[config.mk]
export PLATFORM = sky130hd
export DESIGN_NAME = hazard_scoreboard_unit
export DESIGN_NICKNAME = d
export VERILOG_FILES = /design/src/rtl/hazard_scoreboard_unit.sv
export SDC_FILE = /design/constraint.sdc
export NUM_CORES = 1
export LEC_CHECK = 0
export ABC_AREA = 1
export CORE_UTILIZATION = 44
export DETAILED_ROUTE_END_ITERATION = 10
export HOLD_SLACK_MARGIN = 0.05
export PLACE_DENSITY_LB_ADDON = 0.12
export SETUP_SLACK_MARGIN = 0.1
export SLEW_MARGIN = 20
export SYNTH_ARGS = -nofsm -noshare
export SYNTH_HDL_FRONTEND = slang
export SYNTH_SLANG_ARGS = --single-unit
[constraint.sdc]
create_clock -name clk -period 2.18 [get_ports clk]
set_input_delay 0.545 -clock clk [delete_from_list [all_inputs] [get_ports clk]]
set_output_delay 0.545 -clock clk [all_outputs]
set_load 0.1 [all_outputs]
[src/rtl/hazard_scoreboard_unit.sv]
// rtl/hazard_scoreboard_unit.sv - per-register load-use scoreboard with flush priority and stall counter
// Drives PC, IF/ID and ID/EX controls from the ID-stage source operands.
module hazard_scoreboard_unit #(
  parameter int REG_ADDR_W  = 2,
  parameter int LOAD_LAT    = 1,
  parameter int ZERO_REG_EN = 0,
  parameter int CNT_W       = 16
) (
  input  logic                  clk,
  input  logic                  rst,
  input  logic                  ex_mem_read,
  input  logic                  ex_reg_write,
  input  logic [REG_ADDR_W-1:0] ex_wr_addr,
  input  logic [REG_ADDR_W-1:0] id_rs_addr,
  input  logic [REG_ADDR_W-1:0] id_rt_addr,
  input  logic                  id_rs_used,
  input  logic                  id_rt_used,
  input  logic                  flush,
  output logic                  stall,
  output logic                  pc_write_en,
  output logic                  if_id_write_en,
  output logic                  id_ex_bubble,
  output logic [CNT_W-1:0]      stall_count
);

  localparam int         NREG    = 1 << REG_ADDR_W;
  localparam logic [2:0] SET_VAL = 3'(LOAD_LAT - 1);

  logic [2:0] busy_cnt [NREG];
  logic       load_in_ex;
  logic       hazard_rs;
  logic       hazard_rt;

  function automatic logic is_zero_reg(input logic [REG_ADDR_W-1:0] addr);
    return (ZERO_REG_EN != 0) && (addr == '0);
  endfunction

  assign load_in_ex = ex_mem_read & ex_reg_write;

  // A source conflicts with the load currently in EX or with one still owed cycles.
  always_comb begin
    hazard_rs = 1'b0;
    hazard_rt = 1'b0;
    if (id_rs_used && !is_zero_reg(id_rs_addr))
      hazard_rs = (load_in_ex && (ex_wr_addr == id_rs_addr)) || (busy_cnt[id_rs_addr] != 3'd0);
    if (id_rt_used && !is_zero_reg(id_rt_addr))
      hazard_rt = (load_in_ex && (ex_wr_addr == id_rt_addr)) || (busy_cnt[id_rt_addr] != 3'd0);
  end

  assign stall          = ~rst & ~flush & (hazard_rs | hazard_rt);
  assign pc_write_en    = ~stall;
  assign if_id_write_en = ~stall;
  assign id_ex_bubble   = stall;

  // Loads are recorded regardless of flush: the EX instruction predates the branch.
  always_ff @(posedge clk) begin
    if (rst) begin
      for (int r = 0; r < NREG; r++) busy_cnt[r] <= 3'd0;
      stall_count <= '0;
    end else begin
      for (int r = 0; r < NREG; r++) begin
        if (load_in_ex && (ex_wr_addr == REG_ADDR_W'(r)) && !is_zero_reg(REG_ADDR_W'(r)))
          busy_cnt[r] <= SET_VAL;
        else if (ex_reg_write && !ex_mem_read && (ex_wr_addr == REG_ADDR_W'(r)))
          busy_cnt[r] <= 3'd0;
        else if (busy_cnt[r] != 3'd0)
          busy_cnt[r] <= busy_cnt[r] - 3'd1;
      end
      if (stall && (stall_count != {CNT_W{1'b1}}))
        stall_count <= stall_count + 1'b1;
    end
  end

endmodule
==> impl_metrics.env <==
export IMPL_status="finished, violations left"
export IMPL_violations="design-rule violations, negative setup slack"
export IMPL_fin_nets=361
export IMPL_row_count=24
export IMPL_min_path_cells=4
export IMPL_crit_family="simple AND/OR/NAND/NOR gates"
export IMPL_cts_hold_buf=0
export IMPL_p_per_area_nw_per_um2=710.1
export IMPL_r2r_slack_ns=0.55
export IMPL_grt_overflow_total=0
export IMPL_clkSinkCount=28
export IMPL_grt_use_total=0.1827
export IMPL_fin_area_sq_um=2656
export IMPL_drive_gt1_frac=0.3018
export IMPL_hold_class="flop to flop"
export IMPL_tightest_slew_ns=0.3169
export IMPL_hpwlAfterDp_microns=3133
export IMPL_hold_end="stall_count[1]$_SDFFE_PP0P_"
export IMPL_reg2reg_depth=10
export IMPL_yosysSeqAreaShare=0.3285
export IMPL_max_cap_violations=0
export IMPL_slew_violations=0
export IMPL_period_share=1.005
export IMPL_synthDistinctLibCells=25
export IMPL_yosys_register_bits=28
export IMPL_ir_drop_mv=0.2808
export IMPL_p_leak_nw=1.240
export IMPL_die_x_microns=70.62
export IMPL_place_area_sq_um=2540
export IMPL_routed_via_count=1882
export IMPL_cp_required_ns=1.63
export IMPL_wl_microns=4197
export IMPL_final_util=0.5977
export IMPL_yosys_warnings=0
export IMPL_coreArea_sq_um=4444
export IMPL_nFillCells=405
export IMPL_port_buffers=32
export IMPL_die_area_sq_um=4987
export IMPL_path_clk_slew_ns=0.10
export IMPL_yosys_area_top_type="edfxtp_1"
export IMPL_viasPerCell=4.826
export IMPL_slew_headroom=0.7888
export IMPL_place_inst=382
export IMPL_avgSynthCellArea_sq_um=6.953
export IMPL_place_congestion=0.8496
export IMPL_grt_max_degree=31
export IMPL_cts_made_buffers=3
export IMPL_min_period_ns=2.190
export IMPL_crit_type="flop to primary output"
export IMPL_cp_slowest_stage_delay_ns=0.41
export IMPL_hold_viol=0
export IMPL_clk_latency_ns=0.28
export IMPL_endpoint_kind="primary output"
export IMPL_initial_core_util=0.4662
export IMPL_detail_route_antenna_nets=0
export IMPL_ios=33
export IMPL_cp_buffers_inverters=2
export IMPL_synth_area_top_cells="edfxtp_1 (17%), dfxtp_1 (15%), inv_1 (11%)"
export IMPL_drt_iter0_drc=112
export IMPL_syn2layout_area_growth_pct=28.20
export IMPL_wl_per_cell_microns=10.76
export IMPL_setup_viol=2
export IMPL_num_antenna_cells=0
export IMPL_holdCritStartpoint="stall_count[1]$_SDFFE_PP0P_"
export IMPL_crit_path_start_kind="flop"
export IMPL_finalClockSkew_ns=0.004068
export IMPL_ctsRootBufferMaster="clkbuf_8"
export IMPL_htreeDepth=1
export IMPL_netlist_area_sq_um=2072
export IMPL_syn_inst=298
export IMPL_die_y_microns=70.62
export IMPL_syn_num_nets=320
export IMPL_dr_pass1_iters=7
export IMPL_rsz0062_at_grt="true"
export IMPL_layoutNonFillerInstCount=390
export IMPL_grt_antenna_before_repair=0
export IMPL_setup_ws_ns=-0.01008
export IMPL_crit_path_max_fanout=2
export IMPL_slowest_stage="edfxtp_1"
export IMPL_crit_top_cell="nand3_2"
export IMPL_reg2reg_from="stall_count[0]$_SDFFE_PP0P_"
export IMPL_drc=1
export IMPL_path_cells="nor2_2 -> nand3_1 -> nand3_2 -> nand3_2 -> nand2_2 -> nand2_4 -> nand2_8 -> clkinvlp_4 -> buf_12"
export IMPL_fin_setup_tns_ns=-0.02007
export IMPL_cts_max_path_buffers=2
export IMPL_grt_pass1_vias=1772
export IMPL_max_freq_mhz=456.6
export IMPL_synth_top_area_frac=0.1739
export IMPL_reg2reg_to="stall_count[11]$_SDFFE_PP0P_"
export IMPL_arrival_ns=1.65
export IMPL_grt_pass1_wl_microns=7445
export IMPL_cts_tree="yes"
-- cells by family after synthesis --
group,Yosys count,synth area share
XOR/XNOR,3,0.01268
adder cells (fa/ha/maj),9,0.05435
AND/OR/NAND/NOR,178,0.4318
buffers and inverters,78,0.1661
flip-flops,28,0.3285
AO/OA/AOI/OAI,2,0.006641
-- cell usage after synthesis (all sizes together) --
cell type	count
o21ai	1
nor3	1
nand3	46
nand3b	4
nand4	17
nor2	46
clkbuf	2
ha	9
nand2	64
buf	9
edfxtp	12
a21oi	1
dfxtp	16
xnor2	3
inv	67
-- routing by layer --
metal,GRT usage,vias up,wire [microns]
li1,-,1009,-
met1,0.2449,830,2105
met2,0.3053,37,1903
met3,0.02137,6,122
met4,0.06667,0,65
met5,0,-,0
-- cells in the final DEF, fill, tap and decap left out, types with 2 or more instances in the layout --
| cell type | count |
|---|---|
| buf_12 | 6 |
| buf_4 | 28 |
| buf_6 | 2 |
| clkbuf_8 | 3 |
| clkdlybuf4s15_1 | 2 |
| clkdlybuf4s15_2 | 2 |
| clkdlybuf4s50_1 | 4 |
| dfxtp_1 | 8 |
| dfxtp_2 | 8 |
| edfxtp_1 | 12 |
| ha_1 | 9 |
| inv_1 | 55 |
| inv_2 | 8 |
| inv_4 | 2 |
| nand2_1 | 57 |
| nand2_2 | 5 |
| nand3_1 | 32 |
| nand3_2 | 14 |
| nand3b_1 | 4 |
| nand4_1 | 16 |
| nor2_1 | 31 |
| nor2_2 | 10 |
| nor2_4 | 5 |
| xnor2_1 | 2 |
-- worst register-to-register path, stage by stage, from the launching register on --
cell,delay (ns)
dfxtp_2,0.39
ha_1,0.21
nand2_2,0.09
nor2_4,0.19
nand4_4,0.21
nand2_2,0.19
inv_1,0.08
nand3_2,0.07
nand2_1,0.05
inv_1,0.04
nor2_1,0.03
-- layout make-up --
type                    count  area, sq um  share of cell area
inverters                  67        272.8              0.1027
well taps                  52        65.06             0.02449
multi-input cells         192         1129              0.4249
clock buffers               4        45.04             0.01696
repair buffers             47        454.2              0.1710
flip-flops and latches     28        690.7              0.2600
-- where the power goes --
group          internal (mW)  switching [mW]
clock network          0.131           0.167
logic                  0.331           0.511
registers              0.684          0.0612
-- how the worst max path moves through the flow --
stage,slack (ns),cells after the start,start,endpoint
final,-0.01,9,busy_cnt[3][1]$_SDFFCE_PN0P_,stall
after global routing,-0.09,9,busy_cnt[0][2]$_SDFFCE_PN0P_,id_ex_bubble
after CTS,-0.01,9,busy_cnt[2][2]$_SDFFCE_PN0P_,id_ex_bubble
after detailed placement,-0.40,10,id_rt_addr[0],id_ex_bubble
after global placement,-0.37,10,ex_wr_addr[0],id_ex_bubble
after floorplan,-0.47,10,id_rt_addr[0],stall
-- stage by stage --
stage	setup slack, ns	hold WS, ns	power, mW
3_5_place_dp	-0.4004	0.5343	1.528
6_report	-0.01008	0.5458	1.886
4_1_cts	-0.01330	0.5481	1.868
2_1_floorplan	-0.4657	0.5307	1.351
3_3_place_gp	-0.3717	0.5272	1.507
5_1_grt	-0.09285	0.5976	2.019
-- state kept, by name, summed over array words and instances, names as in the netlist --
name / cells
stall_count: 16
busy_cnt: 12
-- what timing repair did --
item,in CTS,in global routing
pin swaps,16,5
gates cloned,0,0
buffers inserted,2,2
resized for setup,32,5
setup endpoints to repair,11,4
Power figures use the tool's default switching activity.
